File: config.mk
export PLATFORM = sky130hd
export DESIGN_NAME = lfsr_check_flat
export DESIGN_NICKNAME = d
export VERILOG_FILES = /design/src/rtl/lfsr_check_if.sv /design/src/rtl/lfsr_check.sv /design/src/flat_wrapper.sv
export SDC_FILE = /design/constraint.sdc
export NUM_CORES = 1
export LEC_CHECK = 0
export CAP_MARGIN = 20
export CELL_PAD_IN_SITES_DETAIL_PLACEMENT = 0
export CELL_PAD_IN_SITES_GLOBAL_PLACEMENT = 1
export CORE_MARGIN = 1
export CORE_UTILIZATION = 40
export DETAILED_ROUTE_END_ITERATION = 10
export MAX_ROUTING_LAYER = met4
export PLACE_DENSITY = 0.9
export REMOVE_ABC_BUFFERS = 1
export SKIP_LAST_GASP = 1
export SLEW_MARGIN = 20
export SYNTH_ARGS = -nofsm -noshare
export SYNTH_HDL_FRONTEND = slang
export SYNTH_SLANG_ARGS = --single-unit
export TNS_END_PERCENT = 5
File: constraint.sdc
create_clock -name clk_i -period 5.4 [get_ports clk_i]
set_clock_uncertainty 0.05 [all_clocks]
set_input_delay 0.81 -clock clk_i [delete_from_list [all_inputs] [get_ports clk_i]]
set_output_delay 0.81 -clock clk_i [all_outputs]
set_load 0.01 [all_outputs]
File: src/rtl/lfsr_check_if.sv
// Stream and status bundle between an LFSR bit source and the lfsr_check receiver.
// Signal suffixes are from the checker's point of view.
interface lfsr_check_if;
  logic        valid_i;
  logic        data_i;
  logic        clear_i;
  logic        locked_o;
  logic        err_o;
  logic [15:0] err_count_o;

  modport master (
    output valid_i, data_i, clear_i,
    input  locked_o, err_o, err_count_o
  );

  modport slave (
    input  valid_i, data_i, clear_i,
    output locked_o, err_o, err_count_o
  );
endinterface

File: src/rtl/lfsr_check.sv
// Serial self-seeding checker for a Fibonacci LFSR bit stream; flags mismatching bits.
// Optional saturating error counter built when LFSR_CHECK_ERR_COUNT_EN is defined.
module lfsr_check #(
  parameter int width_p     = 11,
  parameter int tap_a_p     = 10,
  parameter int tap_b_p     = 1,
  parameter int lock_loss_p = 4
) (
  input  logic         clk_i,
  input  logic         reset_i,
  lfsr_check_if.slave  bus
);

  localparam int seed_w = $clog2(width_p + 1);

  typedef enum logic {
    SEED,
    CHECK
  } state_e;

  state_e               state_q, state_d;
  logic [width_p-1:0]   h_q, h_d;
  logic [seed_w-1:0]    seed_cnt_q, seed_cnt_d;
  logic [3:0]           miss_q, miss_d;
  logic                 locked_q, locked_d;
  logic                 err_q, err_d;
  logic                 expected_bit;
  logic [width_p-1:0]   h_seeded;

  assign expected_bit = h_q[tap_a_p] ^ h_q[tap_b_p];
  assign h_seeded     = {h_q[width_p-2:0], bus.data_i};

  always_comb begin
    // NOTE: every output of this block gets a default first so no path infers a latch.
    state_d    = state_q;
    h_d        = h_q;
    seed_cnt_d = seed_cnt_q;
    miss_d     = miss_q;
    locked_d   = locked_q;
    err_d      = 1'b0;

    if (bus.valid_i) begin
      unique case (state_q)
        SEED: begin
          h_d = h_seeded;
          if (seed_cnt_q == seed_w'(width_p - 1)) begin
            seed_cnt_d = '0;
            // An all-zero history is the LFSR lock-up state, so seeding restarts.
            if (h_seeded != '0) begin
              state_d  = CHECK;
              locked_d = 1'b1;
            end
          end else begin
            seed_cnt_d = seed_cnt_q + 1'b1;
          end
        end
        CHECK: begin
          // Shift in the prediction, not the line bit, so one line error costs one error.
          h_d = {h_q[width_p-2:0], expected_bit};
          if (bus.data_i != expected_bit) begin
            err_d = 1'b1;
            if (miss_q + 4'd1 == 4'(lock_loss_p)) begin
              state_d    = SEED;
              locked_d   = 1'b0;
              seed_cnt_d = '0;
              miss_d     = '0;
              h_d        = '0;
            end else begin
              miss_d = miss_q + 4'd1;
            end
          end else begin
            miss_d = '0;
          end
        end
        default: state_d = SEED;
      endcase
    end
  end

  // NOTE: sequential state uses non-blocking assignments so all flops update together.
  always_ff @(posedge clk_i) begin
    if (reset_i) begin
      state_q    <= SEED;
      h_q        <= '0;
      seed_cnt_q <= '0;
      miss_q     <= '0;
      locked_q   <= 1'b0;
      err_q      <= 1'b0;
    end else begin
      state_q    <= state_d;
      h_q        <= h_d;
      seed_cnt_q <= seed_cnt_d;
      miss_q     <= miss_d;
      locked_q   <= locked_d;
      err_q      <= err_d;
    end
  end

  assign bus.locked_o = locked_q;
  assign bus.err_o    = err_q;

`ifdef LFSR_CHECK_ERR_COUNT_EN
  logic [15:0] err_count_q, err_count_d;

  // Clear wins over the stale count but still records an error arriving with it.
  always_comb begin
    err_count_d = err_count_q;
    if (bus.clear_i) begin
      err_count_d = {15'd0, err_d};
    end else if (err_d && (err_count_q != 16'hFFFF)) begin
      err_count_d = err_count_q + 16'd1;
    end
  end

  always_ff @(posedge clk_i) begin
    if (reset_i) begin
      err_count_q <= '0;
    end else begin
      err_count_q <= err_count_d;
    end
  end

  assign bus.err_count_o = err_count_q;
`else
  logic unused_clear;
  assign unused_clear    = bus.clear_i;
  assign bus.err_count_o = '0;
`endif

endmodule

File: src/flat_wrapper.sv
// flat-port wrapper written by rule: the top's interface ports become plain ports
module lfsr_check_flat 
#(
  parameter int width_p     = 11,
  parameter int tap_a_p     = 10,
  parameter int tap_b_p     = 1,
  parameter int lock_loss_p = 4
)
  (clk_i, reset_i, bus_valid_i, bus_data_i, bus_clear_i, bus_locked_o, bus_err_o, bus_err_count_o);
  lfsr_check_if bus_i ();
  input  logic clk_i;
  input  logic reset_i;
  input wire logic [$bits(bus_i.valid_i)-1:0] bus_valid_i;
  input wire logic [$bits(bus_i.data_i)-1:0] bus_data_i;
  input wire logic [$bits(bus_i.clear_i)-1:0] bus_clear_i;
  output wire logic [$bits(bus_i.locked_o)-1:0] bus_locked_o;
  output wire logic [$bits(bus_i.err_o)-1:0] bus_err_o;
  output wire logic [$bits(bus_i.err_count_o)-1:0] bus_err_count_o;
  assign bus_i.valid_i = bus_valid_i;
  assign bus_i.data_i = bus_data_i;
  assign bus_i.clear_i = bus_clear_i;
  assign bus_locked_o = bus_i.locked_o;
  assign bus_err_o = bus_i.err_o;
  assign bus_err_count_o = bus_i.err_count_o;
  lfsr_check #(.width_p(width_p), .tap_a_p(tap_a_p), .tap_b_p(tap_b_p), .lock_loss_p(lock_loss_p)) u_core (.clk_i(clk_i), .reset_i(reset_i), .bus(bus_i));
endmodule
==> flow_summary.yaml, run 1 <==
run_status:
  run_status: "finished clean"
finish:
  fin_util_pct: 44.8
  regArea_um2: 440
  design_area_mm2: 0.00124
  layout_commonest_cell: "dfxtp_1"
  drive_above_1_share_pct: 5.56
  multi_input_area_um2: 648
  final_nets: 154
  layout.cells.non_filler: 175
  syn_to_final_growth_pct: 4.96
  antenna_cells: 0
  fillers: 281
  mostFrequentLayoutCells: "dfxtp_1 (22), conb_1 (16), a21oi_1 (14)"
yosys:
  synth-edff-count: 0
  yosysWarnings: 0
  yosysSeqAreaShare_pct: 37.1
  synth.ff_latch_count: 22
  async_reset_ff_share_pct: 0
  yosys.area_share.simple_pct: 21.8
  synthAdderAreaFrac_pct: 4.22
  synth_area_per_cell_um2: 8.41
  synthDistinctLibCells: 38
  synth_cells: 141
  synth_top_family_by_area: "simple AND/OR/NAND/NOR gates"
  synthFlopType: "dfxtp_1"
  netlist_area_mm2: 0.00119
  synthMuxAreaShare_pct: 2.53
  synth_xor_area_share_pct: 3.59
  synth-compound-area-share_pct: 17.4
sta:
  fin_crit_sh_pct: 51.0
  final.setup.tns_ns: 0
  setup_violations: 0
  rsz0062_at_grt: "no"
  tightestPinTransition_ns: 0.826
  max_clock_freq_ghz: 0.363
  timing.hold.ws_ns: 0.444
  hold_viol: 0
  slew_violations: 0
  slew_headroom_pct: 44.8
  period_needed_ns: 2.76
clock_network:
  htree_levels: 1
  cts_sinks: 22
  clk_latency_ns: 0.31
  cts_buffers: 3
  path_clk_slew_ns: 0.13
  cts_hold_buf: 0
  post-cts-setup-buffers: 0
  cts_tree: "built"
  clock_path_buffers: 2
  cts-root-buf: "clkbuf_4"
  ctsResizeCount: 0
worst_setup_path:
  crit_path_end_kind: "flip-flop"
  cp-startpoint: "bus_valid_i"
  worstPathRequired_ns: 5.60
  endpoint: "u_core.seed_cnt_q[3]$_SDFFE_PP0P_"
  reg2reg_to: "u_core.seed_cnt_q[3]$_SDFFE_PP0P_"
  reg2reg_from: "u_core.miss_q[0]$_SDFFE_PP0P_"
  crit_path_max_fanout: 23
  slowest_delay_ns: 1.01
  r2r_cells: 6
  cp-start-kind: "input pin"
  crit_arrival_ns: 2.96
  crit_path_cell_trace: "clkdlybuf4s50_1, inv_1, or4_1, a21boi_0"
  critical_path.slowest_cell: "clkdlybuf4s50_1"
  rrSetupSlack_ns: 3.31
  critPathKind: "input pin to flip-flop"
job:
  max_cap_viol_count: 0
placement:
  port_buffers: 5
  place_hpwl_mm: 1.53
  gp_congestion: 0.754
  post_dp_cell_area_mm2: 0.00119
  dp.cells: 171
drt:
  via_per_inst: 5.28
  drt_wl_total_mm: 2.11
  drt_iter0_markers: 19
  ant_nets: 0
  drc: 0
  vias: 924
  wl_per_cell_um: 12.0
  first_pass_iters: 4
power:
  vdd_drop_max_v: 0.000258
  power.density_mw_per_mm2: 256
  leakage_nw: 0.470
die:
  initial_utilization_pct: 42.6
  fp.coreArea_mm2: 0.00278
  fp.dieArea_mm2: 0.00319
  io_pins: 23
  placementRows: 19
  fp.dieW_um: 56.5
  die_h_um: 56.5
global_routing:
  grt_pass1_vias: 827
  antenna_found_initial: 0
  track_usage_pct: 14.6
  grt_max_degree: 24
  grt_overflow_total: 0
  grt_pass1_wl_mm: 3.68
worst_hold_path:
  hold_path.class: "flip-flop to flip-flop"
==> synth_stat cells (all sizes together) (2+ instances only) <==
| master | count | area, um^2 |
|---|---|---|
| o31ai | 2 | 15.0 |
| dfxtp | 22 | 440 |
| nand3 | 14 | 75.1 |
| a21oi | 14 | 70.1 |
| and3b | 2 | 17.5 |
| a31oi | 2 | 12.5 |
| inv | 4 | 15.0 |
| o21ai | 3 | 15.0 |
| nor3 | 4 | 20.0 |
| nand2 | 12 | 45.0 |
| clkbuf | 5 | 18.8 |
| ha | 4 | 50.1 |
| a21boi | 3 | 22.5 |
| or4 | 2 | 15.0 |
| mux2i | 3 | 30.0 |
| nor2 | 9 | 33.8 |
| buf | 16 | 120 |
| nor4 | 2 | 12.5 |
==> power by group <==
part	total [mW]	switching (mW)	leakage (nW)	internal, mW
sequential	0.167	0.00256	0.178	0.165
clock	0.126	0.0508	0.0279	0.0751
combinational	0.0258	0.0169	0.264	0.00885
total	0.319	0.0703	0.470	0.249
==> per-layer routing <==
metal | vias up | track usage (%) | part of all wire [%]
met5 | - | - | 0
met4 | 0 | 4.53 | 1.1
met3 | 4 | 1.61 | 3.2
met2 | 18 | 22.9 | 49
met1 | 429 | 19.7 | 47
li1 | 473 | - | -
==> cells by family after synthesis <==
| group | Yosys count |
|---|---|
| other | 1 |
| AO/OA/AOI/OAI | 33 |
| adder cells (fa/ha/maj) | 4 |
| flip-flops | 22 |
| multiplexers | 3 |
| buffers and inverters | 25 |
| XOR/XNOR | 3 |
| AND/OR/NAND/NOR | 50 |
==> final cells by class <==
| cell class | count | share of cell area (%) |
|---|---|---|
| Clock buffer | 3 | 1.81 |
| Clock inverter | 1 | 2.41 |
| Inverter | 4 | 1.21 |
| Multi-Input combinational cell | 109 | 52.1 |
| Sequential cell | 22 | 35.4 |
| Tap cell | 31 | 3.12 |
| Timing Repair Buffer | 5 | 4.02 |
==> sequential cells by signal, summed over array words and instances (netlist names) <==
| name | flops |
|---|---|
| u_core.bus.err_o | 1 |
| u_core.h_q | 11 |
| u_core.bus.locked_o | 1 |
| u_core.state_q | 1 |
| u_core.miss_q | 4 |
| u_core.seed_cnt_q | 4 |
==> worst max-delay path, delay by kind of cell <==
kind / cells / cell delay (ns)
buffers and inverters: 2 / 1.38
AO/OA/AOI/OAI: 1 / 0.18
AND/OR/NAND/NOR: 1 / 0.58
==> per-stage QoR <==
stage / power, mW / setup slack (ns)
after floorplan: 0.187 / 3.51
after global placement: 0.196 / 2.34
after detailed placement: 0.197 / 2.31
after CTS: 0.320 / 2.64
after global routing: 0.331 / 2.42
final: 0.319 / 2.64
==> how the worst min path moves through the flow <==
stage                                          start  slack [ns]                         end  depth (start not counted)
after floorplan           u_core.h_q[8]$_SDFFE_PP0P_        0.39  u_core.h_q[8]$_SDFFE_PP0P_                          2
after global placement    u_core.h_q[8]$_SDFFE_PP0P_        0.42  u_core.h_q[8]$_SDFFE_PP0P_                          2
after detailed placement  u_core.h_q[8]$_SDFFE_PP0P_        0.42  u_core.h_q[8]$_SDFFE_PP0P_                          2
after CTS                 u_core.h_q[8]$_SDFFE_PP0P_        0.44  u_core.h_q[8]$_SDFFE_PP0P_                          2
after global routing      u_core.h_q[8]$_SDFFE_PP0P_        0.47  u_core.h_q[9]$_SDFFE_PP0P_                          2
final                     u_core.h_q[8]$_SDFFE_PP0P_        0.44  u_core.h_q[8]$_SDFFE_PP0P_                          2
Note: power is estimated with default switching activity, not from simulation.
==> run 2: changes to the inputs <==
- CORE_UTILIZATION: 40 -> 34
- PLACE_DENSITY: 0.9 -> 0.83
- clock period: 5.4 -> 2.5 ns (I/O delays scaled with it)
==> run 2 against run 1 <==
  * Wire length rose by 8.1%
  * Setup slack lost 2.3 ns
  * Global-route usage shrank 0.85 points
  * Sequential share of layout area fell by 1.1 points
  * Largest power group unchanged
==> flow_summary.yaml, run 2 (same netlist as run 1, synthesis figures left out) <==
global_routing:
  track_usage_pct: 13.7
  grt_pass1_wl_mm: 3.64
  antenna_found_initial: 0
  grt_max_degree: 14
  grt_pass1_vias: 776
  grt_overflow_total: 0
clock_network:
  cts_tree: "built"
  cts_sinks: 22
  clock_path_buffers: 2
  cts-root-buf: "clkbuf_4"
  path_clk_slew_ns: 0.13
  ctsResizeCount: 0
  cts_hold_buf: 0
  post-cts-setup-buffers: 0
  htree_levels: 1
  cts_buffers: 3
  clk_latency_ns: 0.31
worst_setup_path:
  cpLargestDelayFamily: "simple AND/OR/NAND/NOR gates"
  slowest_delay_ns: 0.45
  critPathKind: "flip-flop to flip-flop"
  crit_arrival_ns: 2.34
  critical_path.slowest_cell: "dfxtp_1"
  crit_buf_inv: 0
  crit_path_max_fanout: 7
  cp-start-kind: "flip-flop"
  worstPathRequired_ns: 2.70
  crit_path_cell_trace: "ha_1, nor4bb_1, a31o_2, a21boi_1, or4_1, a21boi_0"
  crit_path_end_kind: "flip-flop"
power:
  power.density_mw_per_mm2: 542
  vdd_drop_max_v: 0.000300
  leakage_nw: 0.484
finish:
  final_nets: 157
  layout_commonest_cell: "dfxtp_1"
  syn_to_final_growth_pct: 8.44
  largest_reg_flops: 11
  antenna_cells: 0
  top_register: "u_core.h_q"
  reg_top3: "u_core.h_q x11, u_core.miss_q x4, u_core.seed_cnt_q x4"
  mostFrequentLayoutCells: "dfxtp_1 (22), conb_1 (16), a21oi_1 (14)"
  drive_above_1_share_pct: 7.48
drt:
  wl_per_cell_um: 11.8
  first_pass_iters: 4
  drc: 0
  drt_iter0_markers: 55
  ant_nets: 0
  vias: 975
  drt_wl_total_mm: 2.28
  via_per_inst: 5.05
placement:
  place_hpwl_mm: 1.67
  gp_congestion: 0.766
  port_buffers: 5
  dp_slack_ns: 0.288
die:
  fp.dieArea_mm2: 0.00373
  initial_utilization_pct: 35.5
  io_pins: 23
  placementRows: 21
  fp.dieW_um: 61.1
  fp.coreArea_mm2: 0.00334
  die_h_um: 61.1
worst_hold_path:
  hold_path.class: "flip-flop to flip-flop"
job:
  max_cap_viol_count: 0
sta:
  setup_ws_ns: 0.352
  setup_violations: 0
  fin_crit_sh_pct: 85.9
  max_clock_freq_ghz: 0.466
  hold_viol: 0
  period_needed_ns: 2.15
  final.setup.tns_ns: 0
  slew_violations: 0
  rsz0062_at_grt: "no"
run_status:
  run_status: "finished clean"
## run 2: cell types whose count changed in the layout (fill, tap and decap cells not counted)
| cell | delta |
|---|---|
| buf_4 | +3 |
## run 2: worst reg2reg max path, delay by kind of cell (launching register included)
family / cells / cell delay [ns]
flops: 1 / 0.45
simple gates: 2 / 0.79
compound gates: 3 / 0.59
fa+ha+maj: 1 / 0.20
## run 2: final timing paths
| kind | start | to | slack [ns] | cells past startpoint |
|---|---|---|---|---|
| worst max-delay path | u_core.miss_q[0]$_SDFFE_PP0P_ | u_core.seed_cnt_q[3]$_SDFFE_PP0P_ | 0.35 | 6 |
| worst min-delay path | u_core.h_q[8]$_SDFFE_PP0P_ | u_core.h_q[8]$_SDFFE_PP0P_ | 0.44 | 2 |
| worst max register to register | u_core.miss_q[0]$_SDFFE_PP0P_ | u_core.seed_cnt_q[3]$_SDFFE_PP0P_ | 0.35 | 6 |
| worst min register to register | u_core.h_q[8]$_SDFFE_PP0P_ | u_core.h_q[8]$_SDFFE_PP0P_ | 0.44 | 2 |
## run 2: metal layers
layer | global-route usage, % | part of all wire, % | vias to the layer above
li1 | - | - | 482
met1 | 18.2 | 47 | 454
met2 | 19.4 | 47 | 37
met3 | 4.62 | 4.7 | 2
met4 | 4.55 | 0.70 | 0
met5 | - | 0 | -
## run 2: power by group
group / total (mW) / switching, mW / internal (mW)
Combinational: 0.0609 / 0.0388 / 0.0221
Clock: 0.275 / 0.113 / 0.162
Sequential: 0.362 / 0.00587 / 0.356
## run 2: cell type report
type,count,area [um^2]
clock buffer,3,22.5
multi-input combinational,109,648
timing repair buffer,8,72.6
sequential,22,440
clock inverter,1,30.0
inverter,4,15.0
tap,46,57.6
fill,341,2050
## run 2: through the flow
step / std cells / hold slack (ns) / cell area, um^2 / power (mW) / util (%)
2_1_floorplan: 135 / 0.394 / 1100 / 0.404 / -
3_3_place_gp: 189 / 0.421 / 1230 / 0.427 / 37.0
3_5_place_dp: 189 / 0.428 / 1230 / 0.430 / 37.0
4_1_cts: 193 / 0.446 / 1290 / 0.708 / 38.5
5_1_grt: 193 / 0.467 / 1290 / 0.732 / 38.5
6_report: 193 / 0.444 / 1290 / 0.698 / 38.5
